<file path="config.mk">
export PLATFORM = sky130hd
export DESIGN_NAME = ex_mem_flag_stage
export DESIGN_NICKNAME = d
export VERILOG_FILES = /design/src/rtl/alu_pkg.sv /design/src/rtl/ex_mem_flag_stage_cond_eval.sv /design/src/rtl/ex_mem_flag_stage.sv
export SDC_FILE = /design/constraint.sdc
export NUM_CORES = 1
export LEC_CHECK = 0
export BUFFER_PORTS_ARGS = -buffer_cell sky130_fd_sc_hd__buf_2
export CAP_MARGIN = 20
export CELL_PAD_IN_SITES_DETAIL_PLACEMENT = 1
export CELL_PAD_IN_SITES_GLOBAL_PLACEMENT = 2
export CORE_UTILIZATION = 28
export DETAILED_ROUTE_END_ITERATION = 8
export PLACE_DENSITY_LB_ADDON = 0.1
export SYNTH_ARGS = -nofsm -noshare
export SYNTH_HDL_FRONTEND = slang
export SYNTH_SLANG_ARGS = --single-unit
</file>
<file path="constraint.sdc">
create_clock -name clk -period 1.4 [get_ports clk]
set_input_delay 0 -clock clk [delete_from_list [all_inputs] [get_ports clk]]
set_output_delay 0 -clock clk [all_outputs]
set_load 0.02 [all_outputs]
</file>
<file path="src/rtl/alu_pkg.sv">
// Shared ALU types: B.cond condition codes, NZCV flag struct, zero-register address.
package alu_pkg;

  typedef enum logic [3:0] {
    C_EQ = 4'b0000, C_NE = 4'b0001, C_HS = 4'b0010, C_LO = 4'b0011,
    C_MI = 4'b0100, C_PL = 4'b0101, C_VS = 4'b0110, C_VC = 4'b0111,
    C_HI = 4'b1000, C_LS = 4'b1001, C_GE = 4'b1010, C_LT = 4'b1011,
    C_GT = 4'b1100, C_LE = 4'b1101, C_AL = 4'b1110, C_NV = 4'b1111
  } cond_e;

  typedef struct packed {
    logic n;
    logic z;
    logic c;
    logic v;
  } nzcv_t;

  // All-ones; truncate to the register address width at the use site.
  localparam logic [31:0] XZR_ADDR = '1;

endpackage

</file>
<file path="src/rtl/ex_mem_flag_stage_cond_eval.sv">
// Combinational B.cond evaluator: ARM condition field against an NZCV value.
module cond_eval
  import alu_pkg::*;
(
  input  nzcv_t flags,
  input  cond_e cond,
  output logic  taken
);

  always_comb begin
    taken = 1'b1;
    unique case (cond)
      C_EQ: taken = flags.z;
      C_NE: taken = !flags.z;
      C_HS: taken = flags.c;
      C_LO: taken = !flags.c;
      C_MI: taken = flags.n;
      C_PL: taken = !flags.n;
      C_VS: taken = flags.v;
      C_VC: taken = !flags.v;
      C_HI: taken = flags.c & !flags.z;
      C_LS: taken = !flags.c | flags.z;
      C_GE: taken = (flags.n == flags.v);
      C_LT: taken = (flags.n != flags.v);
      C_GT: taken = !flags.z & (flags.n == flags.v);
      C_LE: taken = flags.z | (flags.n != flags.v);
      C_AL, C_NV: taken = 1'b1;
      default: taken = 1'b1;
    endcase
  end

endmodule

</file>
<file path="src/rtl/ex_mem_flag_stage.sv">
// EX/MEM pipeline register plus architectural NZCV register and B.cond evaluation.
// Define FLAG_FWD_EN to forward live EX flags into the condition check.
module ex_mem_flag_stage
  import alu_pkg::*;
#(
  parameter int WIDTH  = 64,
  parameter int REG_AW = 5
) (
  input  logic              clk,
  input  logic              reset_n,
  input  logic              ex_valid,
  input  logic [WIDTH-1:0]  ex_result,
  input  logic              ex_negative,
  input  logic              ex_zero,
  input  logic              ex_carryOut,
  input  logic              ex_overflow,
  input  logic              ex_set_flags,
  input  logic [REG_AW-1:0] ex_rd,
  input  logic              ex_reg_write,
  input  logic              ex_mem_read,
  input  logic              ex_mem_write,
  input  logic [WIDTH-1:0]  ex_store_data,
  input  logic              stall,
  input  logic              flush,
  input  logic [3:0]        cond_code,
  output logic              mem_valid,
  output logic [WIDTH-1:0]  mem_result,
  output logic [REG_AW-1:0] mem_rd,
  output logic              mem_reg_write,
  output logic              mem_mem_read,
  output logic              mem_mem_write,
  output logic [WIDTH-1:0]  mem_store_data,
  output logic [3:0]        flags_q,
  output logic              cond_taken,
  output logic              flag_hazard
);

  logic              valid_q, valid_d;
  logic [WIDTH-1:0]  result_q, result_d;
  logic [REG_AW-1:0] rd_q, rd_d;
  logic              rw_q, rw_d;
  logic              mr_q, mr_d;
  logic              mw_q, mw_d;
  logic [WIDTH-1:0]  sd_q, sd_d;
  nzcv_t             nzcv_q, nzcv_d;
  nzcv_t             ex_nzcv, eff_nzcv;
  logic              ex_sets;

  assign ex_nzcv = '{n: ex_negative, z: ex_zero, c: ex_carryOut, v: ex_overflow};
  assign ex_sets = ex_valid & ex_set_flags & !flush;

  always_comb begin
    valid_d  = valid_q;
    result_d = result_q;
    rd_d     = rd_q;
    rw_d     = rw_q;
    mr_d     = mr_q;
    mw_d     = mw_q;
    sd_d     = sd_q;
    nzcv_d   = nzcv_q;
    if (flush) begin
      valid_d = 1'b0;
      rw_d    = 1'b0;
      mr_d    = 1'b0;
      mw_d    = 1'b0;
    end else if (!stall) begin
      valid_d = ex_valid;
      // Writes to the zero register are dropped here so MEM/WB never see them.
      rw_d    = ex_valid & ex_reg_write & (ex_rd != REG_AW'(XZR_ADDR));
      mr_d    = ex_valid & ex_mem_read;
      mw_d    = ex_valid & ex_mem_write;
      if (ex_valid) begin
        result_d = ex_result;
        rd_d     = ex_rd;
        sd_d     = ex_store_data;
      end
      if (ex_valid & ex_set_flags) nzcv_d = ex_nzcv;
    end
  end

  always_ff @(posedge clk or negedge reset_n) begin
    if (!reset_n) begin
      valid_q  <= 1'b0;
      result_q <= '0;
      rd_q     <= '0;
      rw_q     <= 1'b0;
      mr_q     <= 1'b0;
      mw_q     <= 1'b0;
      sd_q     <= '0;
      nzcv_q   <= '0;
    end else begin
      valid_q  <= valid_d;
      result_q <= result_d;
      rd_q     <= rd_d;
      rw_q     <= rw_d;
      mr_q     <= mr_d;
      mw_q     <= mw_d;
      sd_q     <= sd_d;
      nzcv_q   <= nzcv_d;
    end
  end

`ifdef FLAG_FWD_EN
  assign eff_nzcv    = ex_sets ? ex_nzcv : nzcv_q;
  assign flag_hazard = 1'b0;
`else
  // Branch must wait a cycle for an in-flight flag setter to commit.
  assign eff_nzcv    = nzcv_q;
  assign flag_hazard = ex_sets;
`endif

  cond_eval u_cond_eval (
    .flags (eff_nzcv),
    .cond  (cond_e'(cond_code)),
    .taken (cond_taken)
  );

  assign mem_valid      = valid_q;
  assign mem_result     = result_q;
  assign mem_rd         = rd_q;
  assign mem_reg_write  = rw_q;
  assign mem_mem_read   = mr_q;
  assign mem_mem_write  = mw_q;
  assign mem_store_data = sd_q;
  assign flags_q        = nzcv_q;

endmodule

</file>
==> results.toml, run 1 <==
[layout]
final_area_sq_um = 9490
drive_above_1_share = 0.506
nets = 942
area_delta_synth_final_pct = 73.8
num_antenna_cells = 0

[timing]
rsz0062_at_grt = "true"
finalMaxSlewViolations = 0
fmax_ghz = 0.573
finalSetupViolations = 1
skew_ns = 0
max_slew_margin = 0.790
fin_ws_ns = -0.345
final-hold-violation-count = 0
final.period_utilization = 1.25
setup_tns_ns = -0.345
min_period_ns = 1.74
tightest_slew_ns = 0.315

[route]
drcViolationCount = 0
drt_iter0_drc = 65
viasPerCell = 4.27
routedWlPerCell_um = 16.4
drtPass1Iterations = 3
drt_wl_total_mm = 17.4
num_vias = 4547
ant_nets = 0

[placement]
dp_hpwl_mm = 11.6
gp_routability_congestion = 0.750
portBuffers = 292
dpl_cell_area_sq_um = 7330

[worst_setup_path]
path_cells = "xor2_1, or4_1, nand2_1, a22oi_1, o21ai_1, buf_4"
cp.required_ns = 1.40
cpLargestDelayFamily = "simple AND/OR/NAND/NOR gates"
worstPathArrival_ns = 1.74
timing.critical_path.buf_inv = 1
path_class = "flop to output port"
crit_fanout = 4
critPathLaunchType = "flop"
slowest_delay_ns = 0.41
end_kind = "output port"
critPathSlowestCell = "dfrtp_1"

[power_and_ir_drop]
p_leak_nw = 4.53
irDropWorstVdd_uv = 820
powerDensity_nw_per_um2 = 1400

[logic_synthesis]
postSynthAreaPerCell_sq_um = 16.3
ys_ff_latch = 141
synth_area_leaders = "dfrtp_1, mux2_1, mux2_2"
synth_area_sq_um = 5460
ys.warnings.count = 0
synth_top_area_frac = 0.646
syn-num-nets = 485
seq_area_frac_synth = 0.646
synth.distinct_cells = 26
synth_top_area_cell = "dfrtp_1"
netlist_instances = 335

[floorplanning]
dieArea_sq_um = 20100
io_pins = 293
die_w_um = 142
initial_core_util = 0.289
die_h_um = 142
fp-row-count = 50
core-area_sq_um = 18900

[clocking]
cts_tree = "done"
cts_sinks = 141
clock_latency_ns = 0.41
clock_path_buffers = 2
numCtsBuffers = 17
clkTransAtPathRegs_ns = 0.06
root_buffer = "clkbuf_16"
htreeDepth = 4

[global_route]
grt_max_degree = 37
grt_usage = 0.174
first_global_vias = 5148
overflow = 0
grt_pass1_wl_mm = 26.7
antenna_found_initial = 0

[outcome]
status = "finished, violations left"
violations = "negative setup slack"

[run]
cap_violations = 0

[min_path]
hold_path.class = "input port to asynchronous set/reset pin"
final timing paths:
check | from | to | slack [ns] | cells past startpoint
setup reg to reg | mem_mem_read$_DFFE_PN0P_ | mem_mem_read$_DFFE_PN0P_ | 0.11 | 3
setup / recovery | flags_q[0]$_DFFE_PN0P_ | cond_taken | -0.34 | 6
hold / removal | reset_n | mem_result[37]$_DFFE_PN0P_ | 0.03 | 2
max in group asynchronous | reset_n | flags_q[3]$_DFFE_PN0P_ | 0.75 | 3
hold reg to reg | mem_rd[0]$_DFFE_PN0P_ | mem_rd[0]$_DFFE_PN0P_ | 0.48 | 1
min in group clk | stall | mem_mem_write$_DFFE_PN0P_ | 0.04 | 3
routing by layer:
layer | up-vias | track usage | share of wire | wire (um)
met5 | - | 0 | 0 | 0
met4 | 0 | 0.0736 | 0.022 | 382
met3 | 24 | 0.0584 | 0.067 | 1170
met2 | 180 | 0.313 | 0.53 | 9260
met1 | 2237 | 0.187 | 0.38 | 6620
li1 | 2106 | - | - | -
flip-flops by register name (all words and copies together), names as in the netlist:
name            flops
flags_q             4
mem_mem_read        1
mem_mem_write       1
mem_rd              5
mem_reg_write       1
mem_result         64
mem_store_data     64
mem_valid           1
final cells by class:
cell class	count	area, sq um
Timing Repair Buffer	454	3220
Inverter	1	3.75
Fill cell	2024	9410
Sequential cell	141	3530
Tap cell	260	325
Clock buffer	21	460
Multi-Input combinational cell	177	1810
Clock inverter	10	140
layout by cell type, fill, tap and decap left out, types with 3 or more instances in the layout:
cell,count
mux2_2,67
dlygate4sd3_1,144
clkinvlp_4,3
and3b_1,3
nor2_1,6
buf_12,8
xnor2_1,3
a22oi_1,4
mux2_1,70
clkbuf_16,20
a21oi_1,4
bufinv_16,3
buf_2,289
nor2b_1,5
buf_6,4
dfrtp_1,140
buf_4,5
cell families after synthesis:
logic type / count (synthesis) / share of synthesized area
xor+xnor: 4 / 0.00642
buf+inv: 17 / 0.0234
simple gates: 22 / 0.0241
flops: 141 / 0.646
mux: 137 / 0.283
compound gates: 14 / 0.0172
metrics by stage:
step / instances / setup slack (ns) / power [W] / hold WS (ns) / util
2_1_floorplan: 335 / 0.0172 / 0.00701 / -0.296 / -
3_3_place_gp: 884 / 0.0291 / 0.00833 / -0.101 / 0.388
3_5_place_dp: 884 / 0.0499 / 0.00842 / -0.101 / 0.388
4_1_cts: 1061 / -0.375 / 0.0134 / 0.0206 / 0.497
5_1_grt: 1064 / -0.495 / 0.0139 / 0.0367 / 0.502
6_report: 1064 / -0.345 / 0.0133 / 0.0276 / 0.502
worst reg2reg max path, cell delays in order (launching register included):
cell	delay, ns
dfrtp_1	0.38
a22oi_1	0.17
dlygate4sd3_1	0.58
nor2_1	0.04
Yosys cell counts (all sizes together):
cell type / n
nor3b: 1
a32oi: 1
nand2b: 1
o21ai: 2
a311oi: 1
nand3: 1
xnor2: 3
or4: 1
nand2: 2
o22ai: 1
and3b: 3
and3: 2
nor2b: 5
buf: 14
dfrtp: 141
inv: 1
mux2: 137
clkbuf: 2
a221o: 1
a21oi: 4
nor2: 6
a22oi: 4
xor2: 1
report_power, final:
group / internal (W) / switching, W
sequential: 0.00484 / 0.000391
combinational: 0.00156 / 0.00191
clock: 0.00289 / 0.00170
total: 0.00928 / 0.00400
repair_timing:
item | in CTS | in global routing
setup buffers | 1 | 0
cloned | 0 | 4
setup endpoints to repair | 1 | 105
hold buffers | 145 | 0
gates resized for setup | 2 | 3
pin swaps | 1 | 2
endpoints found under the hold margin | 282 | 0
No activity file was read; power rests on OpenSTA's default activity.
==> run 2, diff against run 1 <==
==> constraint.sdc (replaced) <==
create_clock -name clk -period 1.4 [get_ports clk]
set_input_delay 0.35 -clock clk [delete_from_list [all_inputs] [get_ports clk]]
set_output_delay 0.35 -clock clk [all_outputs]
set_load 0.02 [all_outputs]
==> results.toml, run 2 (synthesis results as in run 1) <==
[clocking]
root_buffer = "clkbuf_16"
clkTransAtPathRegs_ns = 0.06
htreeDepth = 4
clock_latency_ns = 0.40
cts_sinks = 141
clock_path_buffers = 2
cts_tree = "done"
numCtsBuffers = 17

[placement]
gp_routability_congestion = 0.725
dp_hpwl_mm = 12.0
portBuffers = 292

[global_route]
grt_pass1_wl_mm = 24.0
overflow = 0
grt_usage = 0.158
grt_max_degree = 35
antenna_found_initial = 1
first_global_vias = 4398

[timing]
skew_ns = 0
final-hold-violation-count = 0
setup_tns_ns = -1.00
min_period_ns = 2.11
max_slew_margin = 0.797
fin_ws_ns = -0.707
final.period_utilization = 1.51
rsz0062_at_grt = "true"
finalSetupViolations = 5
tightest_slew_ns = 0.302
fmax_ghz = 0.475
finalMaxSlewViolations = 0

[route]
routedWlPerCell_um = 16.5
drt_iter0_drc = 52
drtPass1Iterations = 3
drt_wl_total_mm = 15.3
ant_nets = 0
drcViolationCount = 0
viasPerCell = 4.30
num_vias = 4000

[worst_setup_path]
end_kind = "output port"
cp.required_ns = 1.05
crit_fanout = 3
path_class = "flop to output port"
worstPathArrival_ns = 1.76
critPathLaunchType = "flop"

[power_and_ir_drop]
p_int_w = 0.00886
p_comb_frac = 0.253
netSwitchingPower_w = 0.00393
irDropWorstVdd_uv = 813
clkPwrFrac = 0.339
finalPower_w = 0.0128
p_leak_nw = 3.95
seq_power_share = 0.408
powerDensity_nw_per_um2 = 1580
swShare = 0.307

[floorplanning]
die_h_um = 142
initial_core_util = 0.289
core-area_sq_um = 18900
dieArea_sq_um = 20100
io_pins = 293
die_w_um = 142
fp-row-count = 50

[layout]
final_cell_mix = "buf_2, dfrtp_1, mux2_1, mux2_2, clkbuf_16"
area_delta_synth_final_pct = 48.1
fillers = 2079
num_antenna_cells = 0
nets = 808
drive_above_1_share = 0.633
layout_commonest_cell = "buf_2"

[outcome]
status = "finished, violations left"
violations = "negative setup slack"

[min_path]
hold_path.class = "input port to flop"

[run]
cap_violations = 0
-- run 2: changes by cell type in the layout (fill, tap and decap cells not counted), sizes merged --
| cell | before | now |
|---|---|---|
| buf | 306 | 319 |
| bufinv | 3 | 1 |
| clkbuf | 24 | 23 |
| clkinv | 4 | 3 |
| dlygate4sd3 | 144 | 1 |
| dlymetal6s4s | 1 | 0 |
| inv | 1 | 2 |
-- run 2: critical path: stages (launching register included) --
cell     delay [ns]
dfrtp_2        0.42
xor2_1         0.16
or4_1          0.43
nand2_2        0.09
a22oi_2        0.05
o21ai_2        0.06
buf_6          0.13
-- run 2: cell type report --
class                           count  area (sq um)  share of cell area
Tap cell                          260           325              0.0402
Sequential cell                   141          3530               0.437
Clock buffer                       23           488              0.0603
Timing Repair Buffer              320          1830               0.226
Inverter                            1          3.75            0.000464
Clock inverter                      8          83.8              0.0104
Multi-Input combinational cell    177          1820               0.225
-- run 2: path summary, 6_finish.rpt --
check	startpoint	endpoint	slack, ns	depth (start not counted)
worst min-delay path	ex_store_data[26]	mem_store_data[26]$_DFFE_PN0P_	0.15	2
min in group asynchronous	reset_n	mem_store_data[51]$_DFFE_PN0P_	0.37	2
worst max register to register	flags_q[3]$_DFFE_PN0P_	flags_q[3]$_DFFE_PN0P_	0.33	3
worst max-delay path	flags_q[0]$_DFFE_PN0P_	cond_taken	-0.71	6
worst min register to register	mem_rd[3]$_DFFE_PN0P_	mem_rd[3]$_DFFE_PN0P_	0.48	1
max in group asynchronous	reset_n	mem_result[28]$_DFFE_PN0P_	0.49	3
-- run 2: metrics by stage --
step | worst slack [ns] | hold slack [ns] | util | cells | area (sq um)
5_1_grt | -0.799 | 0.134 | 0.428 | 930 | 8090
3_3_place_gp | -0.378 | 0.238 | 0.394 | 897 | 7440
3_5_place_dp | -0.387 | 0.241 | 0.394 | 897 | 7440
6_report | -0.707 | 0.152 | 0.428 | 930 | 8090
2_1_floorplan | -0.215 | 0.0544 | - | 335 | 5490
4_1_cts | -0.712 | 0.133 | 0.427 | 930 | 8070
-- run 2: metal layers --
layer  vias up  part of all wire  GRT usage
met5         -                 0          0
met3        15             0.087     0.0607
li1       1846                 -          -
met4         0             0.016     0.0594
met1      1970              0.37      0.173
met2       169              0.53      0.276
-- run 2: timing repair --
action	in CTS	in global routing
resized for setup	15	5
pin swaps	0	3
hold endpoints to repair	21	0
buffers inserted	1	1
hold buffers	1	0
endpoints found under the setup margin	6	6
-- run 2: power groups by stage --
| stage | sequential [W] | combinational, W | clock, W |
|---|---|---|---|
| 6_report | 0.00521 | 0.00324 | 0.00434 |
| 5_1_grt | 0.00533 | 0.00347 | 0.00465 |
| 4_1_cts | 0.00523 | 0.00329 | 0.00448 |
| 3_5_place_dp | 0.00528 | 0.00322 | 0 |
| 3_3_place_gp | 0.00523 | 0.00317 | 0 |
| 2_1_floorplan | 0.00624 | 0.000784 | 0 |
==> run 3, diff against run 2 <==
--- a/config.mk
+++ b/config.mk
@@ -5,11 +5,12 @@
 export SDC_FILE = /design/constraint.sdc
 export NUM_CORES = 1
 export LEC_CHECK = 0
+export ABC_AREA = 1
 export BUFFER_PORTS_ARGS = -buffer_cell sky130_fd_sc_hd__buf_2
 export CAP_MARGIN = 20
 export CELL_PAD_IN_SITES_DETAIL_PLACEMENT = 1
 export CELL_PAD_IN_SITES_GLOBAL_PLACEMENT = 2
-export CORE_UTILIZATION = 28
+export CORE_UTILIZATION = 24
 export DETAILED_ROUTE_END_ITERATION = 8
 export PLACE_DENSITY_LB_ADDON = 0.1
 export SYNTH_ARGS = -nofsm -noshare
==> constraint.sdc (replaced) <==
create_clock -name clk -period 1.4 [get_ports clk]
set_input_delay 0 -clock clk [delete_from_list [all_inputs] [get_ports clk]]
set_output_delay 0 -clock clk [all_outputs]
set_load 0.02 [all_outputs]
==> results.toml, run 3 <==
[timing]
tightest_slew_ns = 0.517
fmax_ghz = 0.607
fin_ws_ns = -0.247
holdWs_ns = 0.0681
final-hold-violation-count = 0
skew_ns = 0
rsz0062_at_grt = "true"
max_slew_margin = 0.655
min_period_ns = 1.65
finalMaxSlewViolations = 0
finalSetupViolations = 2
final.period_utilization = 1.18
setup_tns_ns = -0.404

[logic_synthesis]
synth.distinct_cells = 18
synth_flop_cell = "dfrtp_1"
synth_area_sq_um = 5520
syn-num-nets = 793
ys.warnings.count = 0
synth_edf_count = 0
synth_area_leaders = "dfrtp_1, nand2_1, buf_2"
synth_common_cells = "nand2_1, dfrtp_1, buf_2"
postSynthAreaPerCell_sq_um = 8.59
synth_top_area_cell = "dfrtp_1"
yosysMostFrequentCell = "nand2_1"
seq_area_frac_synth = 0.639
synth_top_area_frac = 0.639
synth-async-reset-ratio = 1.00
netlist_instances = 643
ys_ff_latch = 141

[worst_setup_path]
path_class = "flop to flop"
worstReg2RegEnd = "flags_q[3]$_DFFE_PN0P_"
slowest_delay_ns = 0.41
crit_fanout = 4
reg2reg_from = "flags_q[3]$_DFFE_PN0P_"
reg2regPathDepth = 10
path_cells = "inv_2, buf_4, buf_4, buf_4, buf_4, buf_4, buf_4, buf_4, buf_4, a21oi_2"
cpLargestDelayFamily = "buffers and inverters"
critPathSlowestCell = "dfrtp_1"
r2r_setup_slack_ns = -0.25
end_kind = "flop"
path_common_cell = "buf_4"
worstPathArrival_ns = 1.99
critPathLaunchType = "flop"
cp.required_ns = 1.74
timing.critical_path.buf_inv = 9

[layout]
area_delta_synth_final_pct = 73.3
drive_above_1_share = 0.325
layout_commonest_cell = "nand2_1"
final_area_sq_um = 9570
final_cell_mix = "nand2_1, buf_2, dlygate4sd3_1, dfrtp_1, clkbuf_16"
nets = 1244
final_util = 0.424
instances_no_fill = 1392

[clocking]
numCtsBuffers = 17
cts_sinks = 141
clock_latency_ns = 0.41
cts_tree = "done"
clkTransAtPathRegs_ns = 0.06
root_buffer = "clkbuf_16"
clock_path_buffers = 2
htreeDepth = 4

[min_path]
worstHoldStart = "ex_set_flags"
hold_path.class = "input port to flop"
min_path_cells = 3
holdPathEnd = "flags_q[3]$_DFFE_PN0P_"

[route]
drtPass1Iterations = 4
viasPerCell = 4.21
drcViolationCount = 0
num_vias = 5863
routedWlPerCell_um = 14.7
drt_wl_total_mm = 20.5
drt_iter0_drc = 261
ant_nets = 0

[run]
cap_violations = 0

[floorplanning]
io_pins = 293
die_h_um = 154
dieArea_sq_um = 23600
die_w_um = 154
core-area_sq_um = 22600
fp-row-count = 55
initial_core_util = 0.245

[power_and_ir_drop]
swShare = 0.309
p_leak_nw = 5.38
p_comb_frac = 0.242
netSwitchingPower_w = 0.00410
clkPwrFrac = 0.376
irDropWorstVdd_uv = 681
p_int_w = 0.00917
powerDensity_nw_per_um2 = 1390
seq_power_share = 0.382

[placement]
placed_cells = 1201
dpl_cell_area_sq_um = 7330
gp_routability_congestion = 0.750
portBuffers = 292
dp_hpwl_mm = 13.6

[global_route]
grt_usage = 0.181
overflow = 0
first_global_vias = 6535
antenna_found_initial = 1
grt_pass1_wl_mm = 33.5
grt_max_degree = 72

[outcome]
status = "finished, violations left"
violations = "negative setup slack"
-- run 3: cell families after synthesis --
family                 share of synthesized area
DFF                                        0.639
and+or+nand+nor                            0.315
buffers and inverters                     0.0353
muxes                                    0.00204
AOI/OAI and AO/OA                        0.00861
-- run 3: worst register-to-register path: cells and delay by family (launching register included) --
family                 cells  cell delay [ns]
buffers and inverters      9             1.07
AOI/OAI and AO/OA          1             0.11
DFF                        1             0.41
-- run 3: worst max path at each step --
stage                                       from                      to  slack (ns)  cells after the start
after global routing      flags_q[3]$_DFFE_PN0P_              cond_taken       -0.29                      9
after floorplan           flags_q[3]$_DFFE_PN0P_              cond_taken        0.25                      8
after CTS                 flags_q[0]$_DFFE_PN0P_              cond_taken       -0.21                      9
after detailed placement  flags_q[0]$_DFFE_PN0P_              cond_taken        0.21                      9
final                     flags_q[3]$_DFFE_PN0P_  flags_q[3]$_DFFE_PN0P_       -0.25                     10
after global placement    flags_q[3]$_DFFE_PN0P_              cond_taken        0.26                      9
-- run 3: repair_timing --
action	CTS	global route
setup buffers	11	1
gates cloned	0	0
resized for setup	9	5
endpoints found under the hold margin	282	7
endpoints found under the setup margin	1	20
hold buffers	147	1
pin swaps	5	6
-- run 3: cell type report --
cell class / count / area [sq um]
timing repair buffer: 460 / 3170
clock inverter: 13 / 214
inverter: 12 / 47.5
antenna: 1 / 2.50
clock buffer: 18 / 429
sequential: 141 / 3530
multi-input combinational: 462 / 1830
tap: 285 / 357
fill: 2714 / 13000
-- run 3: through the flow --
stage | total power [W] | worst slack (ns)
2_1_floorplan | 0.00661 | 0.249
3_3_place_gp | 0.00784 | 0.258
3_5_place_dp | 0.00792 | 0.208
4_1_cts | 0.0135 | -0.211
5_1_grt | 0.0140 | -0.291
6_report | 0.0133 | -0.247
-- run 3: power groups by stage --
stage / Combinational [W] / Clock (W) / Sequential (W)
floorplan: 0.000686 / 0 / 0.00593
global placement: 0.00274 / 0 / 0.00510
detailed placement: 0.00279 / 0 / 0.00513
CTS: 0.00323 / 0.00516 / 0.00507
global route: 0.00351 / 0.00534 / 0.00516
finish: 0.00321 / 0.00499 / 0.00507
-- run 3: routing by layer --
layer	track usage	share of wire	vias up
li1	-	-	2847
met1	0.202	0.41	2787
met2	0.321	0.50	192
met3	0.0547	0.064	37
met4	0.0714	0.027	0
met5	0	0	-
